## src/rtl/axi4_lite_pkg.sv

```systemverilog
// AXI4-Lite shared types: bus field widths, response codes and the
// single-outstanding master FSM state encoding.
package axi4_lite_pkg;

  localparam int unsigned AXI_ADDR_W = 32;
  localparam int unsigned AXI_DATA_W = 32;
  localparam int unsigned AXI_STRB_W = AXI_DATA_W / 8;
  localparam int unsigned AXI_RESP_W = 2;

  typedef logic [AXI_ADDR_W-1:0] axi_lite_addr_t;
  typedef logic [AXI_DATA_W-1:0] axi_lite_data_t;
  typedef logic [AXI_STRB_W-1:0] axi_lite_strb_t;
  typedef logic [AXI_RESP_W-1:0] axi_lite_resp_t;

  localparam axi_lite_resp_t AXI_RESP_OKAY   = 2'b00;
  localparam axi_lite_resp_t AXI_RESP_SLVERR = 2'b10;
  localparam axi_lite_resp_t AXI_RESP_DECERR = 2'b11;

  typedef enum logic [2:0] {
    IDLE    = 3'd0,
    WR_REQ  = 3'd1,
    WR_RESP = 3'd2,
    RD_REQ  = 3'd3,
    RD_RESP = 3'd4,
    RSP     = 3'd5
  } axi_master_state_e;

endpackage

```

## src/rtl/axi_lite_master.sv

```systemverilog
// Single-outstanding AXI4-Lite initiator: turns one command on the
// cmd_* port into one AXI4-Lite read or write and returns the result on
// the rsp_* port. AW and W are issued together and may be accepted in
// either order or in the same cycle.
//
// Ports:
//   clk, rst                 clock, synchronous active-high reset
//   cmd_valid/ready/write/addr/wdata/wstrb   command request (cmd_ready is combinational)
//   rsp_valid/ready/rdata/resp/timeout       response return
//   aw*, w*, b*, ar*, r*     AXI4-Lite master channels
//
// Build option: define AXI_MASTER_TIMEOUT_EN to compile in a per-state
// watchdog that aborts after TIMEOUT_CYCLES cycles with DECERR and
// rsp_timeout=1. Without it the master waits indefinitely.
module axi_lite_master
  import axi4_lite_pkg::*;
#(
  parameter int unsigned TIMEOUT_CYCLES = 256
) (
  input  logic           clk,
  input  logic           rst,
  input  logic           cmd_valid,
  output logic           cmd_ready,
  input  logic           cmd_write,
  input  axi_lite_addr_t cmd_addr,
  input  axi_lite_data_t cmd_wdata,
  input  axi_lite_strb_t cmd_wstrb,
  output logic           rsp_valid,
  input  logic           rsp_ready,
  output axi_lite_data_t rsp_rdata,
  output axi_lite_resp_t rsp_resp,
  output logic           rsp_timeout,
  output axi_lite_addr_t awaddr,
  output logic           awvalid,
  input  logic           awready,
  output axi_lite_data_t wdata,
  output axi_lite_strb_t wstrb,
  output logic           wvalid,
  input  logic           wready,
  input  axi_lite_resp_t bresp,
  input  logic           bvalid,
  output logic           bready,
  output axi_lite_addr_t araddr,
  output logic           arvalid,
  input  logic           arready,
  input  axi_lite_data_t rdata,
  input  axi_lite_resp_t rresp,
  input  logic           rvalid,
  output logic           rready
);

  if (TIMEOUT_CYCLES == 0) begin : g_param_check
    $error("axi_lite_master: TIMEOUT_CYCLES must be non-zero");
  end

  axi_master_state_e state_q, state_d;
  logic              aw_done_q, aw_done_d;
  logic              w_done_q, w_done_d;
  logic              awvalid_d, wvalid_d, arvalid_d, bready_d, rready_d;
  axi_lite_addr_t    awaddr_d, araddr_d;
  axi_lite_data_t    wdata_d, rsp_rdata_d;
  axi_lite_strb_t    wstrb_d;
  logic              rsp_valid_d;
  axi_lite_resp_t    rsp_resp_d;

`ifdef AXI_MASTER_TIMEOUT_EN
  localparam int unsigned CNT_W = (TIMEOUT_CYCLES > 2) ? $clog2(TIMEOUT_CYCLES) : 1;
  logic [CNT_W-1:0] wd_cnt_q, wd_cnt_d;
  logic             wd_busy;
  logic             timeout_hit;
  logic             rsp_timeout_d;
`endif

  assign cmd_ready = (state_q == IDLE) && !rst;

  // Next-state and next-output logic; every registered output holds by default.
  always_comb begin
    state_d     = state_q;
    aw_done_d   = aw_done_q;
    w_done_d    = w_done_q;
    awvalid_d   = awvalid;
    wvalid_d    = wvalid;
    arvalid_d   = arvalid;
    bready_d    = bready;
    rready_d    = rready;
    awaddr_d    = awaddr;
    wdata_d     = wdata;
    wstrb_d     = wstrb;
    araddr_d    = araddr;
    rsp_valid_d = rsp_valid;
    rsp_rdata_d = rsp_rdata;
    rsp_resp_d  = rsp_resp;

    unique case (state_q)
      IDLE: begin
        if (cmd_valid && cmd_ready) begin
          if (cmd_write) begin
            state_d   = WR_REQ;
            awaddr_d  = cmd_addr;
            wdata_d   = cmd_wdata;
            wstrb_d   = cmd_wstrb;
            awvalid_d = 1'b1;
            wvalid_d  = 1'b1;
            aw_done_d = 1'b0;
            w_done_d  = 1'b0;
          end else begin
            state_d   = RD_REQ;
            araddr_d  = cmd_addr;
            arvalid_d = 1'b1;
          end
        end
      end
      WR_REQ: begin
        // Each channel drops its valid independently after its own handshake.
        if (awvalid && awready) begin
          awvalid_d = 1'b0;
          aw_done_d = 1'b1;
        end
        if (wvalid && wready) begin
          wvalid_d = 1'b0;
          w_done_d = 1'b1;
        end
        if (aw_done_d && w_done_d) begin
          state_d  = WR_RESP;
          bready_d = 1'b1;
        end
      end
      WR_RESP: begin
        if (bvalid) begin
          state_d     = RSP;
          bready_d    = 1'b0;
          rsp_valid_d = 1'b1;
          rsp_rdata_d = '0;
          rsp_resp_d  = bresp;
        end
      end
      RD_REQ: begin
        if (arready) begin
          state_d   = RD_RESP;
          arvalid_d = 1'b0;
          rready_d  = 1'b1;
        end
      end
      RD_RESP: begin
        if (rvalid) begin
          state_d     = RSP;
          rready_d    = 1'b0;
          rsp_valid_d = 1'b1;
          rsp_rdata_d = rdata;
          rsp_resp_d  = rresp;
        end
      end
      RSP: begin
        if (rsp_ready) begin
          state_d     = IDLE;
          rsp_valid_d = 1'b0;
        end
      end
      default: state_d = IDLE;
    endcase

`ifdef AXI_MASTER_TIMEOUT_EN
    // Watchdog: abort any channel wait that lasts TIMEOUT_CYCLES cycles.
    wd_busy       = (state_q == WR_REQ) || (state_q == WR_RESP) ||
                    (state_q == RD_REQ) || (state_q == RD_RESP);
    timeout_hit   = wd_busy && (wd_cnt_q == CNT_W'(TIMEOUT_CYCLES - 1));
    rsp_timeout_d = rsp_timeout;
    if ((state_d == RSP) && (state_q != RSP)) begin
      rsp_timeout_d = 1'b0;
    end
    if (timeout_hit) begin
      state_d       = RSP;
      awvalid_d     = 1'b0;
      wvalid_d      = 1'b0;
      arvalid_d     = 1'b0;
      bready_d      = 1'b0;
      rready_d      = 1'b0;
      rsp_valid_d   = 1'b1;
      rsp_rdata_d   = '0;
      rsp_resp_d    = AXI_RESP_DECERR;
      rsp_timeout_d = 1'b1;
    end
    wd_cnt_d = ((state_d != state_q) || !wd_busy) ? '0 : wd_cnt_q + CNT_W'(1);
`endif
  end

  // State and output registers.
  always_ff @(posedge clk) begin
    if (rst) begin
      state_q   <= IDLE;
      aw_done_q <= 1'b0;
      w_done_q  <= 1'b0;
      awvalid   <= 1'b0;
      wvalid    <= 1'b0;
      arvalid   <= 1'b0;
      bready    <= 1'b0;
      rready    <= 1'b0;
      awaddr    <= '0;
      wdata     <= '0;
      wstrb     <= '0;
      araddr    <= '0;
      rsp_valid <= 1'b0;
      rsp_rdata <= '0;
      rsp_resp  <= AXI_RESP_OKAY;
    end else begin
      state_q   <= state_d;
      aw_done_q <= aw_done_d;
      w_done_q  <= w_done_d;
      awvalid   <= awvalid_d;
      wvalid    <= wvalid_d;
      arvalid   <= arvalid_d;
      bready    <= bready_d;
      rready    <= rready_d;
      awaddr    <= awaddr_d;
      wdata     <= wdata_d;
      wstrb     <= wstrb_d;
      araddr    <= araddr_d;
      rsp_valid <= rsp_valid_d;
      rsp_rdata <= rsp_rdata_d;
      rsp_resp  <= rsp_resp_d;
    end
  end

`ifdef AXI_MASTER_TIMEOUT_EN
  // Watchdog counter and timeout flag.
  always_ff @(posedge clk) begin
    if (rst) begin
      wd_cnt_q    <= '0;
      rsp_timeout <= 1'b0;
    end else begin
      wd_cnt_q    <= wd_cnt_d;
      rsp_timeout <= rsp_timeout_d;
    end
  end
`else
  assign rsp_timeout = 1'b0;
`endif

endmodule

```

## config.mk

```make
export PLATFORM = sky130hd
export DESIGN_NAME = axi_lite_master
export DESIGN_NICKNAME = d
export VERILOG_FILES = /design/src/rtl/axi4_lite_pkg.sv /design/src/rtl/axi_lite_master.sv
export SDC_FILE = /design/constraint.sdc
export NUM_CORES = 1
export LEC_CHECK = 0
export CAP_MARGIN = 5
export CORE_UTILIZATION = 35
export DETAILED_ROUTE_END_ITERATION = 12
export GPL_TIMING_DRIVEN = 0
export PLACE_DENSITY = 0.76
export SLEW_MARGIN = 40
export SYNTH_ARGS = -nofsm -noshare
export SYNTH_HDL_FRONTEND = slang
export SYNTH_SLANG_ARGS = --single-unit
```

## constraint.sdc

```tcl
create_clock -name clk -period 2.28 [get_ports clk]
set_input_delay 0.57 -clock clk [delete_from_list [all_inputs] [get_ports clk]]
set_output_delay 0.57 -clock clk [all_outputs]
set_load 0.005 [all_outputs]
```

==> results of run 1 <==
[state kept, by name, indices dropped and copies added, names as in the netlist]
register and cells:
wvalid 1, bready 1, w_done_q 1, wdata 32
rsp_rdata 32, wstrb 4, aw_done_q 1, rsp_valid 1
rsp_resp 2, arvalid 1, araddr 32, awvalid 1
state_q 3, rready 1, awaddr 32
[cell families after synthesis]
group | share of synthesized area [%]
AOI/OAI and AO/OA | 16.1
other | 0.0714
buffers and inverters | 4.34
DFF | 55.3
muxes | 0.381
and+or+nand+nor | 23.8
[worst max path at each step]
stage,start,endpoint,slack (ps),cells past startpoint
floorplan,rst,cmd_ready,520,3
CTS,state_q[2],cmd_ready,40,4
finish,rst,cmd_ready,70,4
detailed placement,rst,cmd_ready,-860,5
global placement,rst,cmd_ready,-820,5
global route,rst,cmd_ready,1,4
[layout make-up]
class	instances	area share, %
Timing Repair Buffer	254	29.4
Multi-Input combinational cell	468	24.5
Sequential cell	145	33.6
Inverter	2	0.0868
Buffer	50	2.66
Clock buffer	18	5.08
Tap cell	184	2.66
Clock inverter	14	2.03
[worst max-delay path: stages]
cell                              delay, ps
sky130_fd_sc_hd__clkdlybuf4s50_1        500
sky130_fd_sc_hd__clkbuf_8               230
sky130_fd_sc_hd__nor2_1                  70
sky130_fd_sc_hd__dlygate4sd2_1          270
[stage by stage]
stage / power [mW] / setup TNS [ps]
3_5_place_dp: 4.07 / -20230
6_report: 6.92 / 0
2_1_floorplan: 3.41 / 0
5_1_grt: 7.24 / 0
3_3_place_gp: 4.06 / -17090
4_1_cts: 6.99 / 0
[per-layer routing]
layer  vias to the layer above  track usage (%)  part of all wire, %
li1                       2739                -                    -
met1                      2519             26.5                   42
met2                       228             38.4                   48
met3                        23             8.59                  8.3
met4                         0             6.09                  1.6
met5                         -                0                    0
[power by group]
part / switching (mW) / internal, mW
Sequential: 0.0757 / 2.67
Clock: 1.14 / 1.77
Combinational: 0.649 / 0.613
[placed cells by master, fill, tap and decap left out, types with 2 or more instances in the layout]
| cell type | count |
|---|---|
| sky130_fd_sc_hd__a211oi_1 | 3 |
| sky130_fd_sc_hd__a21o_1 | 3 |
| sky130_fd_sc_hd__a21oi_1 | 138 |
| sky130_fd_sc_hd__a311oi_1 | 2 |
| sky130_fd_sc_hd__a31oi_1 | 2 |
| sky130_fd_sc_hd__buf_2 | 14 |
| sky130_fd_sc_hd__buf_4 | 3 |
| sky130_fd_sc_hd__bufinv_16 | 3 |
| sky130_fd_sc_hd__clkbuf_1 | 28 |
| sky130_fd_sc_hd__clkbuf_16 | 17 |
| sky130_fd_sc_hd__clkbuf_2 | 3 |
| sky130_fd_sc_hd__clkbuf_8 | 2 |
| sky130_fd_sc_hd__clkdlybuf4s50_1 | 253 |
| sky130_fd_sc_hd__clkinv_2 | 3 |
| sky130_fd_sc_hd__clkinv_4 | 2 |
| sky130_fd_sc_hd__dfxtp_1 | 145 |
| sky130_fd_sc_hd__inv_1 | 2 |
| sky130_fd_sc_hd__inv_6 | 6 |
| sky130_fd_sc_hd__mux2i_1 | 2 |
| sky130_fd_sc_hd__nand2_1 | 244 |
| sky130_fd_sc_hd__nand2b_1 | 2 |
| sky130_fd_sc_hd__nand3_1 | 34 |
| sky130_fd_sc_hd__nand3b_1 | 3 |
| sky130_fd_sc_hd__nor2_1 | 14 |
| sky130_fd_sc_hd__nor2b_1 | 3 |
| sky130_fd_sc_hd__o21ai_0 | 4 |
[repair_timing]
item | 4_1_cts | 5_1_grt
pin swaps | 0 | 1
buffers inserted | 0 | 0
cloned | 0 | 0
setup endpoints to repair | 1 | 12
gates resized for setup | 4 | 6
==> flow_summary.ini, run 1 <==
[flow_run]
number_of_maximum_capacitance_violations = 0

[yosys]
synth_fp_nets = 780
count_of_flip_flops_with_a_built_in_enable_after_synthesis = 0
synth_async_reset_ratio_pct = 0
syn_avg_cell_area_um2 = 7.88
netlist_top_cells_count = sky130_fd_sc_hd__nand2_1, sky130_fd_sc_hd__dfxtp_1, sky130_fd_sc_hd__a21oi_1
synthDominantAreaCellType = sky130_fd_sc_hd__dfxtp_1
postSynth.topFlopCell = sky130_fd_sc_hd__dfxtp_1
top_area_cells_in_the_synthesized_netlist = sky130_fd_sc_hd__dfxtp_1, sky130_fd_sc_hd__nand2_1, sky130_fd_sc_hd__a21oi_1
yosysMostFrequentCell = sky130_fd_sc_hd__nand2_1
synth_seq_area_share_pct = 55.3
synth-seq-cells = 145
synth_cell_types = 33
post_synth_inst_count = 666
synth-warning-count = 0
post_synth_instance_area_um2 = 5250
yosysTopAreaCellShare_pct = 55.3

[clock_network]
cts_buffer_depth = 2
clkSinkCount = 145
insertion_delay_ps = 410
numCtsBuffers = 17
cts.clk_slew.worst_paths_ps = 60
cts_tree = yes
clock-root-buffer = sky130_fd_sc_hd__clkbuf_16
cts_hold_repair.buffers = 0
cts_max_level = 4

[route]
drt_drc_violations_left = 0
routedWlPerCell_um = 15.1
detail_route.vias_per_cell = 4.85
post_route_wl_um = 17200
dr_total_vias = 5509
drtPass1Iterations = 5
ant_nets = 0
drt_iter0_drc = 198

[worst_setup_path]
critical_path.reg2reg.endpoint = araddr[15]
r2r_cells = 6
critical_path_launch_point_type = input port
timing.critical_path.fanout_max = 19
flop2flop_setup_slack_ps = 320
startpoint_of_the_worst_slack_reg_to_reg_timing_path = state_q[2]
cp-end-kind = output pin
arrival_ps = 1640
crit_required_ps = 1710
critical_path_class = input port to output pin

[placement]
place.port_buffers = 254
place_hpwl_um = 12700
dp_slack_ps = -857
detailed_place.area_um2 = 8020
count_of_placed_standard_cells_including_taps = 1104
place.gp.congestion = 0.819

[worst_hold_path]
timing.hold.worst_path_depth = 2
min_path_type = register to register
hold_path_startpoint = rsp_rdata[14]
holdPathEnd = rsp_rdata[14]

[floorplan]
start_util_pct = 36.0
floorplan_die_height_um = 124
core_area_um2 = 14600
io_pins = 256
chipWidth_um = 124
core.rowCount = 44
die-area_um2 = 15500

[cells_and_area]
multiInputGateArea_um2 = 2120
layout.nets = 1052
final_layout_size_suffix_gt1_share_pct = 6.20
antenna_cells_inserted = 0
fin_area_um2 = 8650
nFillCells = 1326
sequential_cell_area_um2 = 2900
final-instance-count-excl-fill = 1135
signed_area_change_from_the_synthesized_netlist_to_the_final_layout_pct = 64.7
final_core_utilization_pct = 59.3

[global_route]
antenna_found_initial = 0
first_global_vias = 5326
maximum_number_of_pins_on_one_net_before_global_route_repair = 20
overflow = 0
gr-usage-all-layers_pct = 22.6
grt_first_pass_wirelength_um = 27700

[timing]
finalSetupViolations = 0
setup_ws_ps = 67.7
fin_skew_ps = 5.61
setup_repair_after_global_routing_missed_its_margin = false
final_count_of_pins_violating_max_slew = 0
maximum_achievable_frequency_mhz = 452
post-route-period-util_pct = 97.0
worst_hold_slack_ps = 449
timing.slew.headroom_pct = 50.8
finalCriticalPeriod_ps = 2210
worst_pin_slew_ps = 738
finalHoldViolCount = 0

[status]
result_of_the_run = finished clean

[power_and_ir_drop]
powerDensity_nw_per_um2 = 801
lkg_pwr_nw = 3.00
vdd_ir_drop_max_v = 0.000570
No activity file was read; power rests on OpenSTA's default activity.
==> run 2, diff against run 1 <==
--- a/config.mk
+++ b/config.mk
@@ -14,3 +14,4 @@
 export SYNTH_ARGS = -nofsm -noshare
 export SYNTH_HDL_FRONTEND = slang
 export SYNTH_SLANG_ARGS = --single-unit
+export TNS_END_PERCENT = 10
==> flow_summary.ini, run 2 (synthesized netlist as in run 1, its figures left out) <==
[status]
result_of_the_run = finished clean

[placement]
dp_slack_ps = -857
place.port_buffers = 254
place_hpwl_um = 12700
place.gp.congestion = 0.819

[global_route]
grtUsageMet3_pct = 8.59
grt-busiest-layer = met2
gr-usage-all-layers_pct = 22.6
overflow = 0
first_global_vias = 5326
maximum_number_of_pins_on_one_net_before_global_route_repair = 20
grt_first_pass_wirelength_um = 27700
groute.layer.met1.usage_pct = 26.5
antenna_found_initial = 0
grt_use_met2_pct = 38.4

[power_and_ir_drop]
vdd_ir_drop_max_v = 0.000570
total_power_mw = 6.92
lkg_pwr_nw = 2.99
powerDensity_nw_per_um2 = 800

[timing]
finalSetupViolations = 0
final_count_of_pins_violating_max_slew = 0
worst_pin_slew_ps = 734
fin_skew_ps = 6.37
setup_ws_ps = 62.4
maximum_achievable_frequency_mhz = 451
setup_repair_after_global_routing_missed_its_margin = true
finalCriticalPeriod_ps = 2220
timing.slew.headroom_pct = 51.0
finalHoldViolCount = 0
post-route-period-util_pct = 97.3

[floorplan]
die-area_um2 = 15500
core.rowCount = 44
floorplan_die_height_um = 124
chipWidth_um = 124
core_area_um2 = 14600
io_pins = 256
start_util_pct = 36.0

[worst_setup_path]
critical_path_class = input port to output pin
timing.critical_path.fanout_max = 19
crit_required_ps = 1710
cp-end-kind = output pin
critical_path_launch_point_type = input port
arrival_ps = 1650

[cells_and_area]
signed_area_change_from_the_synthesized_netlist_to_the_final_layout_pct = 64.6
highest_count_cells_in_the_layout_ignoring_fill_and_taps = sky130_fd_sc_hd__clkdlybuf4s50_1, sky130_fd_sc_hd__nand2_1, sky130_fd_sc_hd__dfxtp_1
layout.nets = 1052
final_core_utilization_pct = 59.3
final_layout_size_suffix_gt1_share_pct = 5.99
nFillCells = 1327
mostFrequentLayoutCell = sky130_fd_sc_hd__clkdlybuf4s50_1
antenna_cells_inserted = 0

[route]
post_route_wl_um = 17200
ant_nets = 0
detail_route.vias_per_cell = 4.83
routedWlPerCell_um = 15.1
drtPass1Iterations = 5
drt_iter0_drc = 201
dr_total_vias = 5487
drt_drc_violations_left = 0

[clock_network]
clkSinkCount = 145
cts.clk_slew.worst_paths_ps = 60
cts_buffer_depth = 2
cts_hold_repair.buffers = 0
clock-root-buffer = sky130_fd_sc_hd__clkbuf_16
cts_tree = yes
cts_max_level = 4
cts_setup_buffers = 0
numCtsBuffers = 17
insertion_delay_ps = 420

[worst_hold_path]
min_path_type = register to register

[flow_run]
number_of_maximum_capacitance_violations = 0
## run 2: changes by cell type in the layout (fill, tap and decap cells not counted)
cell	delta
sky130_fd_sc_hd__buf_1	+1
sky130_fd_sc_hd__clkbuf_1	+1
sky130_fd_sc_hd__clkbuf_2	-2
## run 2: through the flow
stage / hold slack [ps] / area, µm² / std cells / setup TNS, ps
finish: 449 / 8640 / 1135 / 0
global route: 463 / 8640 / 1135 / -80.3
CTS: 451 / 8640 / 1135 / 0
floorplan: 432 / 5250 / 666 / 0
global placement: 437 / 8020 / 1104 / -17090
detailed placement: 444 / 8020 / 1104 / -20230
## run 2: metal layers
metal	vias to the layer above	part of all wire (%)
met1	2498	41
li1	2742	-
met5	-	0
met2	225	48
met3	22	8.9
met4	0	1.6
## run 2: worst paths after layout
path | startpoint | end | cells past startpoint | slack, ps
hold reg to reg | rsp_rdata[14] | rsp_rdata[14] | 2 | 450
hold / removal | rsp_rdata[14] | rsp_rdata[14] | 2 | 450
setup / recovery | rst | cmd_ready | 4 | 60
setup reg to reg | state_q[2] | araddr[15] | 6 | 310
## run 2: final cells by class
type,instances,area (µm²),area share [%]
buffer,50,228,2.63
clock buffer,18,439,5.08
timing repair buffer,254,2540,29.4
clock inverter,14,175,2.03
tap,184,230,2.66
inverter,2,7.51,0.0868
multi-input combinational,468,2120,24.5
sequential,145,2900,33.6
## run 2: power breakdown
group	total [mW]	switching (mW)	leakage [nW]	internal, mW
clock network	2.90	1.13	0.306	1.77
registers	2.75	0.0759	1.17	2.67
logic	1.26	0.649	1.52	0.612
total	6.92	1.86	2.99	5.06
## run 2: what timing repair did
item                                    CTS  global route
endpoints found under the setup margin    1            12
pin swaps                                 0             1
gates resized for setup                   4             3
## run 2: worst max-delay path, cell delays in order
cell                              delay [ps]
sky130_fd_sc_hd__clkdlybuf4s50_1         500
sky130_fd_sc_hd__clkbuf_8                230
sky130_fd_sc_hd__nor2_1                   70
sky130_fd_sc_hd__dlygate4sd2_1           270
